File: src/rtl/mul_seq_ctrl_if.sv
// mul_seq_ctrl_if: operand handshake plus product-register bus of mul_seq_ctrl.
// The slave modport is the controller view; the master modport is the
// requester / product-register view. The ovf signal exists only when
// MUL_OVF_EN is defined.
interface mul_seq_ctrl_if;
  logic        start;
  logic [15:0] a;
  logic [15:0] b;
  logic [15:0] pipo_q;
  logic        pipo_ld;
  logic        pipo_clr;
  logic [15:0] pipo_din;
  logic        busy;
  logic        done;
`ifdef MUL_OVF_EN
  logic        ovf;

  modport master (
    output start, a, b, pipo_q,
    input  pipo_ld, pipo_clr, pipo_din, busy, done, ovf
  );

  modport slave (
    input  start, a, b, pipo_q,
    output pipo_ld, pipo_clr, pipo_din, busy, done, ovf
  );
`else
  modport master (
    output start, a, b, pipo_q,
    input  pipo_ld, pipo_clr, pipo_din, busy, done
  );

  modport slave (
    input  start, a, b, pipo_q,
    output pipo_ld, pipo_clr, pipo_din, busy, done
  );
`endif
endinterface

File: src/rtl/mul_seq_ctrl.sv
// mul_seq_ctrl: shift-free sequential multiplier controller.
// Multiplies a by b by repeated addition into an external product register
// (pipo) that has synchronous clear and load. Sequence per operation:
//   IDLE --start--> CLEAR (1 cycle) --> ADD (b cycles) --> DONE (1 cycle) --> IDLE
// All control outputs are registered and decoded from the next state.
// pipo_din is the fed-back product plus the captured multiplicand; it has to
// be combinational from pipo_q because the register updates on the same edge
// that would otherwise register it. It is forced to zero whenever pipo_ld=0.
// clr is a synchronous, active-low reset.
// Optional feature: define MUL_OVF_EN to add the sticky overflow output ovf.
module mul_seq_ctrl (
  input  logic          clk,
  input  logic          clr,
  mul_seq_ctrl_if.slave bus
);

  typedef enum logic [1:0] {
    ST_IDLE  = 2'd0,
    ST_CLEAR = 2'd1,
    ST_ADD   = 2'd2,
    ST_DONE  = 2'd3
  } state_t;

  state_t      state_q;
  state_t      state_d;
  logic [15:0] a_r_q;
  logic [15:0] a_r_d;
  logic [15:0] cnt_q;
  logic [15:0] cnt_d;
  logic        busy_q;
  logic        busy_d;
  logic        done_q;
  logic        done_d;
  logic        pipo_ld_q;
  logic        pipo_ld_d;
  logic        pipo_clr_q;
  logic        pipo_clr_d;

`ifdef MUL_OVF_EN
  logic        ovf_q;
  logic        ovf_d;
  // 17-bit sum so the carry out of bit 15 is visible for ovf.
  logic [16:0] sum_s;
  assign sum_s = {1'b0, bus.pipo_q} + {1'b0, a_r_q};
`else
  logic [15:0] sum_s;
  assign sum_s = bus.pipo_q + a_r_q;
`endif

  // Next-state, operand capture, counter and strobe decode.
  always_comb begin
    state_d = state_q;
    a_r_d   = a_r_q;
    cnt_d   = cnt_q;
`ifdef MUL_OVF_EN
    ovf_d   = ovf_q;
`endif
    case (state_q)
      ST_IDLE: begin
        if (bus.start) begin
          // Operands are latched here so later changes on a/b are ignored.
          state_d = ST_CLEAR;
          a_r_d   = bus.a;
          cnt_d   = bus.b;
`ifdef MUL_OVF_EN
          // Cleared on entry so ovf already reads 0 during CLEAR.
          ovf_d   = 1'b0;
`endif
        end else begin
          state_d = ST_IDLE;
        end
      end
      ST_CLEAR: begin
        if (cnt_q != 16'd0) begin
          state_d = ST_ADD;
        end else begin
          state_d = ST_DONE;
        end
      end
      ST_ADD: begin
        // Guard against wrap: a zero count in ADD is unreachable but must
        // not turn into a 65535-cycle run.
        if (cnt_q != 16'd0) begin
          cnt_d = cnt_q - 16'd1;
        end else begin
          cnt_d = 16'd0;
        end
        if (cnt_q <= 16'd1) begin
          state_d = ST_DONE;
        end else begin
          state_d = ST_ADD;
        end
`ifdef MUL_OVF_EN
        ovf_d = ovf_q | sum_s[16];
`endif
      end
      ST_DONE: begin
        state_d = ST_IDLE;
      end
      default: begin
        state_d = ST_IDLE;
      end
    endcase

    // Strobes follow the state they belong to, one flop stage ahead.
    busy_d     = (state_d != ST_IDLE);
    pipo_clr_d = (state_d == ST_CLEAR);
    pipo_ld_d  = (state_d == ST_ADD);
    done_d     = (state_d == ST_DONE);
  end

  // Single state register for FSM, operands and outputs; clr=0 forces IDLE.
  always_ff @(posedge clk) begin
    if (!clr) begin
      state_q    <= ST_IDLE;
      a_r_q      <= 16'd0;
      cnt_q      <= 16'd0;
      busy_q     <= 1'b0;
      done_q     <= 1'b0;
      pipo_ld_q  <= 1'b0;
      pipo_clr_q <= 1'b0;
`ifdef MUL_OVF_EN
      ovf_q      <= 1'b0;
`endif
    end else begin
      state_q    <= state_d;
      a_r_q      <= a_r_d;
      cnt_q      <= cnt_d;
      busy_q     <= busy_d;
      done_q     <= done_d;
      pipo_ld_q  <= pipo_ld_d;
      pipo_clr_q <= pipo_clr_d;
`ifdef MUL_OVF_EN
      ovf_q      <= ovf_d;
`endif
    end
  end

  assign bus.busy     = busy_q;
  assign bus.done     = done_q;
  assign bus.pipo_ld  = pipo_ld_q;
  assign bus.pipo_clr = pipo_clr_q;
  assign bus.pipo_din = pipo_ld_q ? sum_s[15:0] : 16'd0;
`ifdef MUL_OVF_EN
  assign bus.ovf      = ovf_q;
`endif

endmodule
File: src/flat_wrapper.sv
// flat-port wrapper written by rule: the top's interface ports become plain ports
module mul_seq_ctrl_flat 
  (clk, clr, bus_start, bus_a, bus_b, bus_pipo_q, bus_pipo_ld, bus_pipo_clr, bus_pipo_din, bus_busy, bus_done);
  mul_seq_ctrl_if bus_i ();
  input  logic clk;
  input  logic clr;
  input wire logic [$bits(bus_i.start)-1:0] bus_start;
  input wire logic [$bits(bus_i.a)-1:0] bus_a;
  input wire logic [$bits(bus_i.b)-1:0] bus_b;
  input wire logic [$bits(bus_i.pipo_q)-1:0] bus_pipo_q;
  output wire logic [$bits(bus_i.pipo_ld)-1:0] bus_pipo_ld;
  output wire logic [$bits(bus_i.pipo_clr)-1:0] bus_pipo_clr;
  output wire logic [$bits(bus_i.pipo_din)-1:0] bus_pipo_din;
  output wire logic [$bits(bus_i.busy)-1:0] bus_busy;
  output wire logic [$bits(bus_i.done)-1:0] bus_done;
  assign bus_i.start = bus_start;
  assign bus_i.a = bus_a;
  assign bus_i.b = bus_b;
  assign bus_i.pipo_q = bus_pipo_q;
  assign bus_pipo_ld = bus_i.pipo_ld;
  assign bus_pipo_clr = bus_i.pipo_clr;
  assign bus_pipo_din = bus_i.pipo_din;
  assign bus_busy = bus_i.busy;
  assign bus_done = bus_i.done;
  mul_seq_ctrl u_core (.clk(clk), .clr(clr), .bus(bus_i));
endmodule
File: config.mk
export PLATFORM = sky130hd
export DESIGN_NAME = mul_seq_ctrl_flat
export DESIGN_NICKNAME = d
export VERILOG_FILES = /design/src/rtl/mul_seq_ctrl_if.sv /design/src/rtl/mul_seq_ctrl.sv /design/src/flat_wrapper.sv
export SDC_FILE = /design/constraint.sdc
export NUM_CORES = 1
export LEC_CHECK = 0
export CORE_UTILIZATION = 50
export DETAILED_ROUTE_END_ITERATION = 16
export PLACE_DENSITY = 0.82
export SYNTH_ARGS = -nofsm -noshare
export SYNTH_HDL_FRONTEND = slang
export SYNTH_SLANG_ARGS = --single-unit
File: constraint.sdc
create_clock -name clk -period 4.6 [get_ports clk]
set_input_delay 0.46 -clock clk [delete_from_list [all_inputs] [get_ports clk]]
set_output_delay 0.46 -clock clk [all_outputs]
set_load 0.01 [all_outputs]
# == Word-level counts from Yosys, hierarchy flattened ==
# Index checks and enable logic that the tools add are counted.
# word_totals
reg_bits,38
out_inout_bits,20
wordCells,31
# op_classes
add_sub_neg,2
mux,8
n_eq_ne,7
n_lt_le_gt_ge,1
reduce_logical,6
# op_table
operator,count
$mux 16,3
$pmux 16 s2,1
$add 16x16->16,1
$le 16x1->1 const B,1
$reduce_bool 16->1,1
$sub 16x1->16 const B,1
$eq 2x2->1 const B,4
$pmux 2 s4,1
$eq 2x1->1 const B,2
$reduce_and 2->1,2
$reduce_bool 2->1,2
$mux 1,3
$logic_not 2->1,1
$ne 2x2->1 const B,1

# == Longest topological paths before layout ==
# Gate-level depths: netlist of the first run.
# depth
depth_word,4
ltp_mapped,9
ltp_nobuf,8

# == Worst setup path after synthesis of the first run ==
# Ideal clock, no wire load.
# synth_path
path_type,in2out
from,in bus_pipo_q[0]
to,out bus_pipo_din[12]
t_required_ns,4.140
stages,8
path_buffers,0
t_arrival_ns,2.139
path_slack_ns,2.001
path_cell_list,ha_1 > fa_1 > a21o_1 > a31oi_1 > nor2_1 > a221oi_1 > xor2_1 > nor2_1
# synth_between
elab_chain_cells,2
# synth_rtl
element,line_no,source
"start, declared",flat_wrapper.sv:10,input wire logic [$bits(bus_i.pipo_q)-1:0] bus_pipo_q;
$add 16x16->16,mul_seq_ctrl.sv:47,assign sum_s = bus.pipo_q + a_r_q;
$mux 16,mul_seq_ctrl.sv:143,assign bus.pipo_din = pipo_ld_q ? sum_s[15:0] : 16'd0;
"end, declared",flat_wrapper.sv:13,output wire logic [$bits(bus_i.pipo_din)-1:0] bus_pipo_din;
# Every way passes these cells.

# == Worst setup path after layout of the first run ==
# Ends and elaborated chain as after synthesis.

==> metrics, run 1 <==
outcome=complete, no violations; Max rail drop VDD=0.000179 V; drt first-iter violations=167; Clock Tree Root=clkbuf_8; gr usage total=27.1%; vias per cell=5.81; Lkg Pwr=1.37 nW; vias in the first global route=2,636; crit end category=output pin; antenna violations before repair=0; setup slack after layout=0.896 ns; Fin Clk Skew=0.00907 ns; # resized after CTS=0; I/O pin cnt=71; Sw Pwr=0.000383 W; vias post-DR=2,829; FF-to-FF setup slack=1.86 ns; worst rel slew slack=37.4%; Slew @ Worst Pin=0.938 ns; gr busiest metal=met2; RR Endpoint=u_core.cnt_q[9]; commonest cells after routing, fill and taps aside=70 x clkdlybuf4s50_1, 53 x nand2_1, 39 x a21oi_1; Main synth FF type=dfxtp_1; post-route ant nets=0; kind of critical path=in2out; Hold Crit Class=reg2reg; yosys synthesis warning count=0; number of port buffers=70; height of the die=74.9 um; number of diodes=0; RR Startpoint=u_core.state_q[0]; die area=5600 sq um; Sum Neg Setup Slack=0 ns; Clk pwr share=23.7%; pin count of the biggest net entering global routing=30; FFs w/ async S/R, synth=0%; total grt overflow=0; min Tclk post-route=3.70 ns; Core ar.=5110 sq um; pwr/cell area=298 nW/um^2; # H-tree levels=2; drc violations=0; GR Layer Usage met3=4.15%; Final Hold Vio Count=0; CP startpoint kind=primary input; Die W=74.9 um; Yosys reg bits=38; Worst EP required=4.14 ns; most common cell after layout, fill and taps aside=clkdlybuf4s50_1; Min-Delay Endpoint=u_core.a_r_q[6]; Post-synth EDFFs=0; design area=3490 sq um; Layout Utilization=68.4%; RePlAce Congestion=0.906; DP Area=3400 sq um; Hold Startpoint=u_core.a_r_q[6]; DR WL/cell=14.9 um; DPL Wire Length=5430 um; Post-Synthesis Cells=351; Hold Path Depth=2; Initial Util=52.0%; mapped cell area=2650 sq um; share of power burned in registers=37.4%; Sink Count=38; GR Layer Usage met1=33.8%; Reg clk slew, reported paths=0.08 ns; WHS=0.463 ns; fill count=435; Worst-Skew Late Latency=0.29 ns; drt total wl=7240 um; final slew viol count=0; site row count=26; fmax=270 MHz; Mapped Avg Cell Area=7.56 sq um; share of cells above drive strength 1=4.32%; Post-CTS Setup Bufs=0; pre-CTS setup slack=0.939 ns; hold buffer count at cts=0; final setup fails=0; Synth cell types=53; reg2reg path depth=7; arrival time worst endpoint=3.24 ns; CTS tree=done; routing usage on met2=47.1%; unrepaired setup endpoints after global routing=false; first-pass GRT wire length=11,800 um; area delta synth->final=31.6%; final net count=488; Sw Share=36.8%; post-synthesis sequential area ratio=28.7%; worst-path fanout max=3; drt pass-1 iters=5; post-route clock period utilization=80.5%; clk buf depth=2; Comb pwr share=38.9%; Int Power=0.000659 W; Num CTS Buffers=5; Syn Nets=423; max cap viols=0
-- per-layer routing --
layer,vias up,wire length [um]
met2,121,3420
met3,12,433
met5,-,0
li1,1400,-
met1,1296,3270
met4,0,109
-- cells by family after synthesis --
family                     share of synthesized area (%)
AOI/OAI and AO/OA                                   26.6
muxes                                              0.754
buffers and inverters                               4.48
xor gates and xnor gates                            3.30
and+or+nand+nor                                     26.0
DFF                                                 28.7
adders and majority gates                           10.2
-- state kept, by name, indices dropped and copies added (netlist names) --
signal / cells
u_core.state_q: 2
u_core.a_r_q: 16
u_core.bus.pipo_ld: 1
u_core.bus.pipo_clr: 1
u_core.bus.busy: 1
u_core.bus.done: 1
u_core.cnt_q: 16
-- Yosys cell counts (2+ instances only) --
cell type	number	share of area [%]
a211oi_1	5	1.4
a21o_1	7	2.0
a21oi_1	39	7.4
a221oi_1	2	0.66
a22oi_1	4	1.1
a31oi_1	7	1.7
a32o_1	2	0.75
a32oi_1	3	0.99
and2_1	7	1.7
buf_2	2	0.38
clkbuf_1	10	1.4
dfxtp_1	38	29
ha_1	20	9.4
inv_1	16	2.3
mux2i_1	2	0.75
nand2_1	53	7.5
nand2b_1	3	0.71
nand3_1	10	1.9
nor2_1	33	4.7
nor2b_1	4	0.94
nor3_1	13	2.5
nor3b_1	2	0.57
nor4_1	2	0.47
nor4_4	2	1.6
o2111ai_1	2	0.66
o211ai_1	4	1.1
o21ai_0	17	3.2
o21ai_1	3	0.57
o311a_1	2	0.75
o311ai_0	3	0.99
o32ai_1	2	0.66
or3_1	3	0.71
xnor2_1	6	2.0
xor2_1	4	1.3
-- final cells by class --
class                      instances  area [sq um]  area share, %
sequential                        38           761           21.8
timing repair buffer              72           716           20.5
multi-input combinational        283          1770           50.8
clock buffer                       6          82.6           2.36
clock inverter                     2          12.5          0.358
inverter                          16          60.1           1.72
tap                               70          87.6           2.51
-- power by group through the flow --
| stage | Clock (W) | Sequential (W) | Combinational [W] |
|---|---|---|---|
| finish | 0.000247 | 0.000390 | 0.000406 |
| global route | 0.000265 | 0.000395 | 0.000446 |
| CTS | 0.000252 | 0.000389 | 0.000401 |
| detailed placement | 0 | 0.000397 | 0.000400 |
| global placement | 0 | 0.000396 | 0.000393 |
| floorplan | 0 | 0.000391 | 0.000275 |
-- worst max-delay path: stages --
cell	delay, ns
clkdlybuf4s50_1	0.41
ha_1	0.24
fa_1	0.42
a21o_1	0.21
a31oi_1	0.29
nor2_1	0.12
a221oi_1	0.34
xor2_1	0.12
nor2_1	0.10
clkdlybuf4s50_1	0.54
-- how the worst max path moves through the flow --
| stage | from | endpoint | slack (ns) | cells past startpoint |
|---|---|---|---|---|
| finish | bus_pipo_q[0] | bus_pipo_din[12] | 0.90 | 10 |
| detailed placement | bus_pipo_q[0] | bus_pipo_din[12] | 0.94 | 10 |
| global route | bus_pipo_q[1] | bus_pipo_din[11] | 0.71 | 9 |
| CTS | bus_pipo_q[0] | bus_pipo_din[12] | 0.93 | 10 |
| floorplan | bus_pipo_q[0] | bus_pipo_din[12] | 2.00 | 8 |
| global placement | bus_pipo_q[0] | bus_pipo_din[12] | 0.98 | 10 |
-- stage by stage --
step / cells / total power, W
2_1_floorplan: 351 / 0.000665
3_3_place_gp: 479 / 0.000789
3_5_place_dp: 479 / 0.000796
4_1_cts: 487 / 0.00104
5_1_grt: 487 / 0.00111
6_report: 487 / 0.00104
Power figures use the tool's default switching activity.
==> inputs of run 2 (changes only) <==
CORE_UTILIZATION = 44   (was 50)
PLACE_DENSITY = 0.77   (was 0.82)
clock period = 3.1 ns   (was 4.6 ns; I/O delays follow)
==> metrics, run 2 (synthesis gave the netlist of run 1 again) <==
# H-tree levels=2 (unchanged); worst rel slew slack=55.0% (+18 points); Pwr Total=0.00172 W (+65%); biggest regs=u_core.a_r_q: 16 flops, u_core.cnt_q: 16 flops, u_core.state_q: 2 flops; drt pass-1 iters=4 (-1); Comb pwr share=36.1% (-2.8 points); DR WL/cell=14.6 um (-2.1%); total grt overflow=0 (unchanged); antenna violations before repair=0 (unchanged); Sw Share=32.8% (-4.0 points); area delta synth->final=38.0%; Initial Util=46.8% (-5.2 points); Post-CTS Setup Bufs=0 (unchanged); routing usage on met2=41.5% (-5.6 points); DP Cell Count=494 (+3.1%); drc violations=0 (unchanged); Worst-Skew Late Latency=0.29 ns (about the same); origin of the worst setup path=bus_pipo_q[0]; vias in the first global route=2,632 (-0.15%); Sw Pwr=0.000565 W (+47%); final setup fails=0 (unchanged); Worst EP required=2.79 ns (-1.35 ns); number of diodes=0 (unchanged); commonest cells after routing, fill and taps aside=61 x clkdlybuf4s50_1, 53 x nand2_1, 38 x a21oi_1, 38 x dfxtp_1, 32 x nor2_1; kind of critical path=in2out; outcome=complete, no violations; worst-path fanout max=3 (unchanged); Reg clk slew, reported paths=0.07 ns (about the same); share of power burned in registers=33.6% (-3.8 points); post-route clock period utilization=95.2%; Lkg Pwr=1.52 nW (+12%); GR Layer Usage met3=3.43% (-0.72 points); unrepaired setup endpoints after global routing=false; pin count of the biggest net entering global routing=20 (-33%); Buf/Inv on CP=3 (+1); CP delay by family, top=buffers and inverters; Int Power=0.00116 W (+76%); max cap viols=0 (unchanged); crit end category=output pin; first-pass GRT wire length=11,700 um (-0.29%); drt total wl=7310 um (+0.95%); DPL Wire Length=5530 um (+1.9%); Hold Crit Class=reg2reg; RePlAce Congestion=0.935 (+3.2%); post-route ant nets=0 (unchanged); most common cell after layout, fill and taps aside=clkdlybuf4s50_1; CP peak stage delay=0.40 ns (-0.14 ns); CP max-delay cell=clkdlybuf4s50_1; final slew viol count=0 (unchanged); clk buf depth=2 (unchanged); min Tclk post-route=2.95 ns; I/O pin cnt=71 (unchanged); arrival time worst endpoint=2.64 ns (-0.60 ns); Critical Path End=bus_pipo_din[10]; crit path cell chain=clkdlybuf4s50_1 -> ha_1 -> fa_2 -> a21o_1 -> a31oi_2 -> buf_4 -> o211ai_1 -> a21oi_1 -> xnor2_1 -> nor2_1 -> dlygate4sd2_1; die area=6350 sq um (+13%); Max rail drop VDD=0.000360 V (+100%); Num CTS Buffers=5 (unchanged); reg2reg path depth=6 (-1); Clk pwr share=30.2% (+6.5 points); RR Endpoint=u_core.cnt_q[11]; RR Startpoint=u_core.cnt_q[2]; pwr/cell area=471 nW/um^2 (+58%); fmax=339 MHz; CP startpoint kind=primary input; Fin Clk Skew=0.00339 ns (-0.00569 ns); Slew @ Worst Pin=0.675 ns (-0.263 ns); non-filler instance count after layout=502 (+3.1%); vias post-DR=2,843 (+0.49%); share of cells above drive strength 1=8.60% (+4.3 points); final net count=501 (+2.7%); gr busiest metal=met2; vias per cell=5.66 (-2.5%); Final Hold Vio Count=0 (unchanged); CTS tree=done; gr usage total=23.3% (-3.8 points); GR Layer Usage met1=28.2% (-5.5 points); Sink Count=38 (unchanged); number of port buffers=70 (unchanged); drt first-iter violations=138 (-17%); Stages on worst setup path=11 (+1); FF-to-FF setup slack=1.00 ns (-0.86 ns); hold buffer count at cts=0 (unchanged); site row count=27 (+3.8%); Die W=79.7 um (+6.4%); Core ar.=5680 sq um (+11%); Clock Tree Root=clkbuf_8; height of the die=79.7 um (+6.4%)
-- run 2: cell types whose count changed in the layout (fill, tap and decap cells not counted), moves of 2 or more --
cell	previous run	this run
dlymetal6s2s_1	0	2
o21ai_0	17	15
buf_4	2	15
dlygate4sd2_1	0	7
clkdlybuf4s50_1	70	61
bufinv_16	0	2
o21ai_1	3	5
-- run 2: cell type report --
class                      instances  area, sq um
fill                             515         2010
sequential                        38          761
clock inverter                     2         60.1
inverter                          16         60.1
clock buffer                       6         82.6
multi-input combinational        283         1800
tap                               72         90.1
timing repair buffer              85          810
-- run 2: worst min-delay path by stage --
stage                                 from                end  slack [ns]  cells past startpoint
after floorplan                        clr  u_core.state_q[1]        0.44                      2
after global placement     u_core.a_r_q[9]    u_core.a_r_q[9]        0.45                      2
after detailed placement   u_core.a_r_q[6]    u_core.a_r_q[6]        0.45                      2
after CTS                  u_core.a_r_q[6]    u_core.a_r_q[6]        0.46                      2
after global routing      u_core.a_r_q[11]   u_core.a_r_q[11]        0.48                      2
final                      u_core.a_r_q[6]    u_core.a_r_q[6]        0.46                      2
-- run 2: power groups by stage --
stage               Combinational (W)  Clock [W]  Sequential (W)
floorplan                    0.000407          0        0.000580
global placement             0.000605          0        0.000588
detailed placement           0.000613          0        0.000589
CTS                          0.000618   0.000529        0.000579
global route                 0.000682   0.000546        0.000586
finish                       0.000623   0.000521        0.000580
-- run 2: metal layers --
layer | vias to the layer above | wire, um
li1 | 1429 | -
met1 | 1303 | 3210
met2 | 100 | 3620
met3 | 11 | 399
met4 | 0 | 84
met5 | - | 0
-- run 2: worst reg2reg max path, stage by stage (launching register included) --
cell and delay, ns:
dfxtp_1 0.40, nor4_4 0.57, nand4_4 0.21, o31a_1 0.38
a21o_1 0.20, a22oi_1 0.16, nor2_1 0.05
-- run 2: repair_timing --
item                       in CTS  in global routing
pin swaps                       5                  1
setup endpoints to repair       9                  2
gates resized for setup        14                  3
-- run 2: per-stage QoR --
| stage | util (%) | hold WS (ns) | area, sq um | setup WS (ns) | TNS, ns |
|---|---|---|---|---|---|
| after global routing | 64.6 | 0.478 | 3660 | 0.0704 | 0 |
| final | 64.6 | 0.461 | 3660 | 0.149 | 0 |
| after floorplan | - | 0.438 | 2650 | 0.801 | 0 |
| after global placement | 61.6 | 0.449 | 3500 | -0.162 | -0.920 |
| after detailed placement | 61.6 | 0.454 | 3500 | -0.197 | -1.32 |
| after CTS | 64.4 | 0.464 | 3650 | 0.00996 | 0 |
==> inputs of run 3 (changes only) <==
--- a/constraint.sdc
+++ b/constraint.sdc
@@ -3,2 +3,2 @@
 set_output_delay 0.31 -clock clk [all_outputs]
-set_load 0.01 [all_outputs]
+set_load 0.005 [all_outputs]
==> metrics, run 3 (synthesis gave the netlist of run 1 again) <==
post-route clock period utilization=98.5% (+3.3 points); Clock Tree Root=clkbuf_8; final setup fails=0 (unchanged); total grt overflow=0 (unchanged); Sum Neg Setup Slack=0 ns (unchanged); final net count=500 (-0.20%); vias per cell=5.71 (+0.82%); biggest regs=u_core.a_r_q: 16 flops, u_core.cnt_q: 16 flops, u_core.state_q: 2 flops; vias in the first global route=2,625 (-0.27%); post-route ant nets=0 (unchanged); commonest cells after routing, fill and taps aside=65 x clkdlybuf4s50_1, 53 x nand2_1, 38 x a21oi_1; Core ar.=5680 sq um (unchanged); arrival time worst endpoint=2.74 ns (+0.10 ns); I/O pin cnt=71 (unchanged); hold buffer count at cts=0 (unchanged); Fin Clk Skew=0.00869 ns (+0.00530 ns); Num CTS Buffers=5 (unchanged); Hold Crit Class=reg2reg; drt first-iter violations=158 (+14%); fmax=327 MHz (-3.4%); setup slack after layout=0.0458 ns (-0.103 ns); worst-path fanout max=5 (+2); drt pass-1 iters=4 (unchanged); share of cells above drive strength 1=9.58% (+0.97 points); clk buf depth=2 (unchanged); min Tclk post-route=3.05 ns (+0.103 ns); Final Hold Vio Count=0 (unchanged); most common cell after layout, fill and taps aside=clkdlybuf4s50_1; CP startpoint kind=primary input; area delta synth->final=39.2%; pwr/cell area=416 nW/um^2 (-12%); pre-CTS setup slack=-0.159 ns (+0.0383 ns); max cap viols=0 (unchanged); Initial Util=46.8% (unchanged); pin count of the biggest net entering global routing=20 (unchanged); Lkg Pwr=1.47 nW (-3.9%); CTS tree=done; RePlAce Congestion=0.932 (-0.33%); vias post-DR=2,855 (+0.42%); kind of critical path=in2out; worst rel slew slack=54.9% (-0.11 points); number of port buffers=70 (unchanged); Slew @ Worst Pin=0.677 ns (+0.00172 ns); number of diodes=0 (unchanged); Worst EP required=2.79 ns (about the same); DR WL/cell=14.9 um (+2.3%); # H-tree levels=2 (unchanged); height of the die=79.7 um (unchanged); Worst-Skew Late Latency=0.29 ns (about the same); drc violations=0 (unchanged); crit end category=output pin; gr usage total=24.3% (+1.0 points); antenna violations before repair=0 (unchanged); outcome=complete, no violations; Die W=79.7 um (unchanged); DPL Wire Length=5490 um (-0.77%); die area=6350 sq um (unchanged); site row count=27 (unchanged); drt total wl=7450 um (+1.9%); Reg clk slew, reported paths=0.07 ns (about the same); Sink Count=38 (unchanged); Max rail drop VDD=0.000225 V (-38%); final slew viol count=0 (unchanged); first-pass GRT wire length=12,100 um (+3.4%)
[run 3: what timing repair did]
action,4_1_cts,5_1_grt
resized for setup,10,16
pin swaps,9,5
endpoints found under the setup margin,9,7
cloned,0,0
setup buffers,0,1
[run 3: area by class of cell]
type,instances,area [sq um]
Tap cell,72,90.1
Sequential cell,38,762
Timing Repair Buffer,84,811
Multi-Input combinational cell,283,1900
Fill cell,501,1980
Inverter,16,60.1
Clock buffer,7,76.3
[run 3: path summary, 6_finish.rpt]
path	from	endpoint	slack, ns	depth (start not counted)
min reg2reg	u_core.a_r_q[11]	u_core.a_r_q[11]	0.46	2
max	bus_pipo_q[4]	bus_pipo_din[13]	0.05	9
max reg2reg	u_core.cnt_q[2]	u_core.cnt_q[9]	1.00	5
min	u_core.a_r_q[11]	u_core.a_r_q[11]	0.46	2
[run 3: per-layer routing]
metal  track usage (%)  routed length [um]  vias to the layer above
met5                 0                   0                        -
met4              7.09                  89                        0
met3              3.43                 484                        8
met2              42.0                3650                      109
met1              31.0                3220                     1320
li1                  -                   -                     1418
[run 3: metrics by stage]
stage	hold slack (ns)	total power, W	cells	utilization (%)	instance area (sq um)
final	0.459	0.00154	500	65.1	3690
after global routing	0.491	0.00163	500	65.1	3690
after floorplan	0.438	0.000981	351	-	2650
after detailed placement	0.454	0.00119	492	61.4	3480
after CTS	0.463	0.00151	499	63.1	3580
after global placement	0.450	0.00118	492	61.4	3480
[run 3: critical path: stages]
cell	delay, ns
clkdlybuf4s50_1	0.46
ha_4	0.33
o211ai_1	0.13
nor3_2	0.18
o311a_1	0.30
nor2_2	0.08
a32oi_1	0.23
mux2i_1	0.20
clkdlybuf4s50_1	0.52
[run 3: report_power, final]
group | switching (W) | leakage [nW] | internal (W) | total, W
clock | 0.000164 | 0.0383 | 0.000155 | 0.000318
combinational | 0.000343 | 1.11 | 0.000295 | 0.000638
sequential | 0.0000469 | 0.313 | 0.000535 | 0.000582
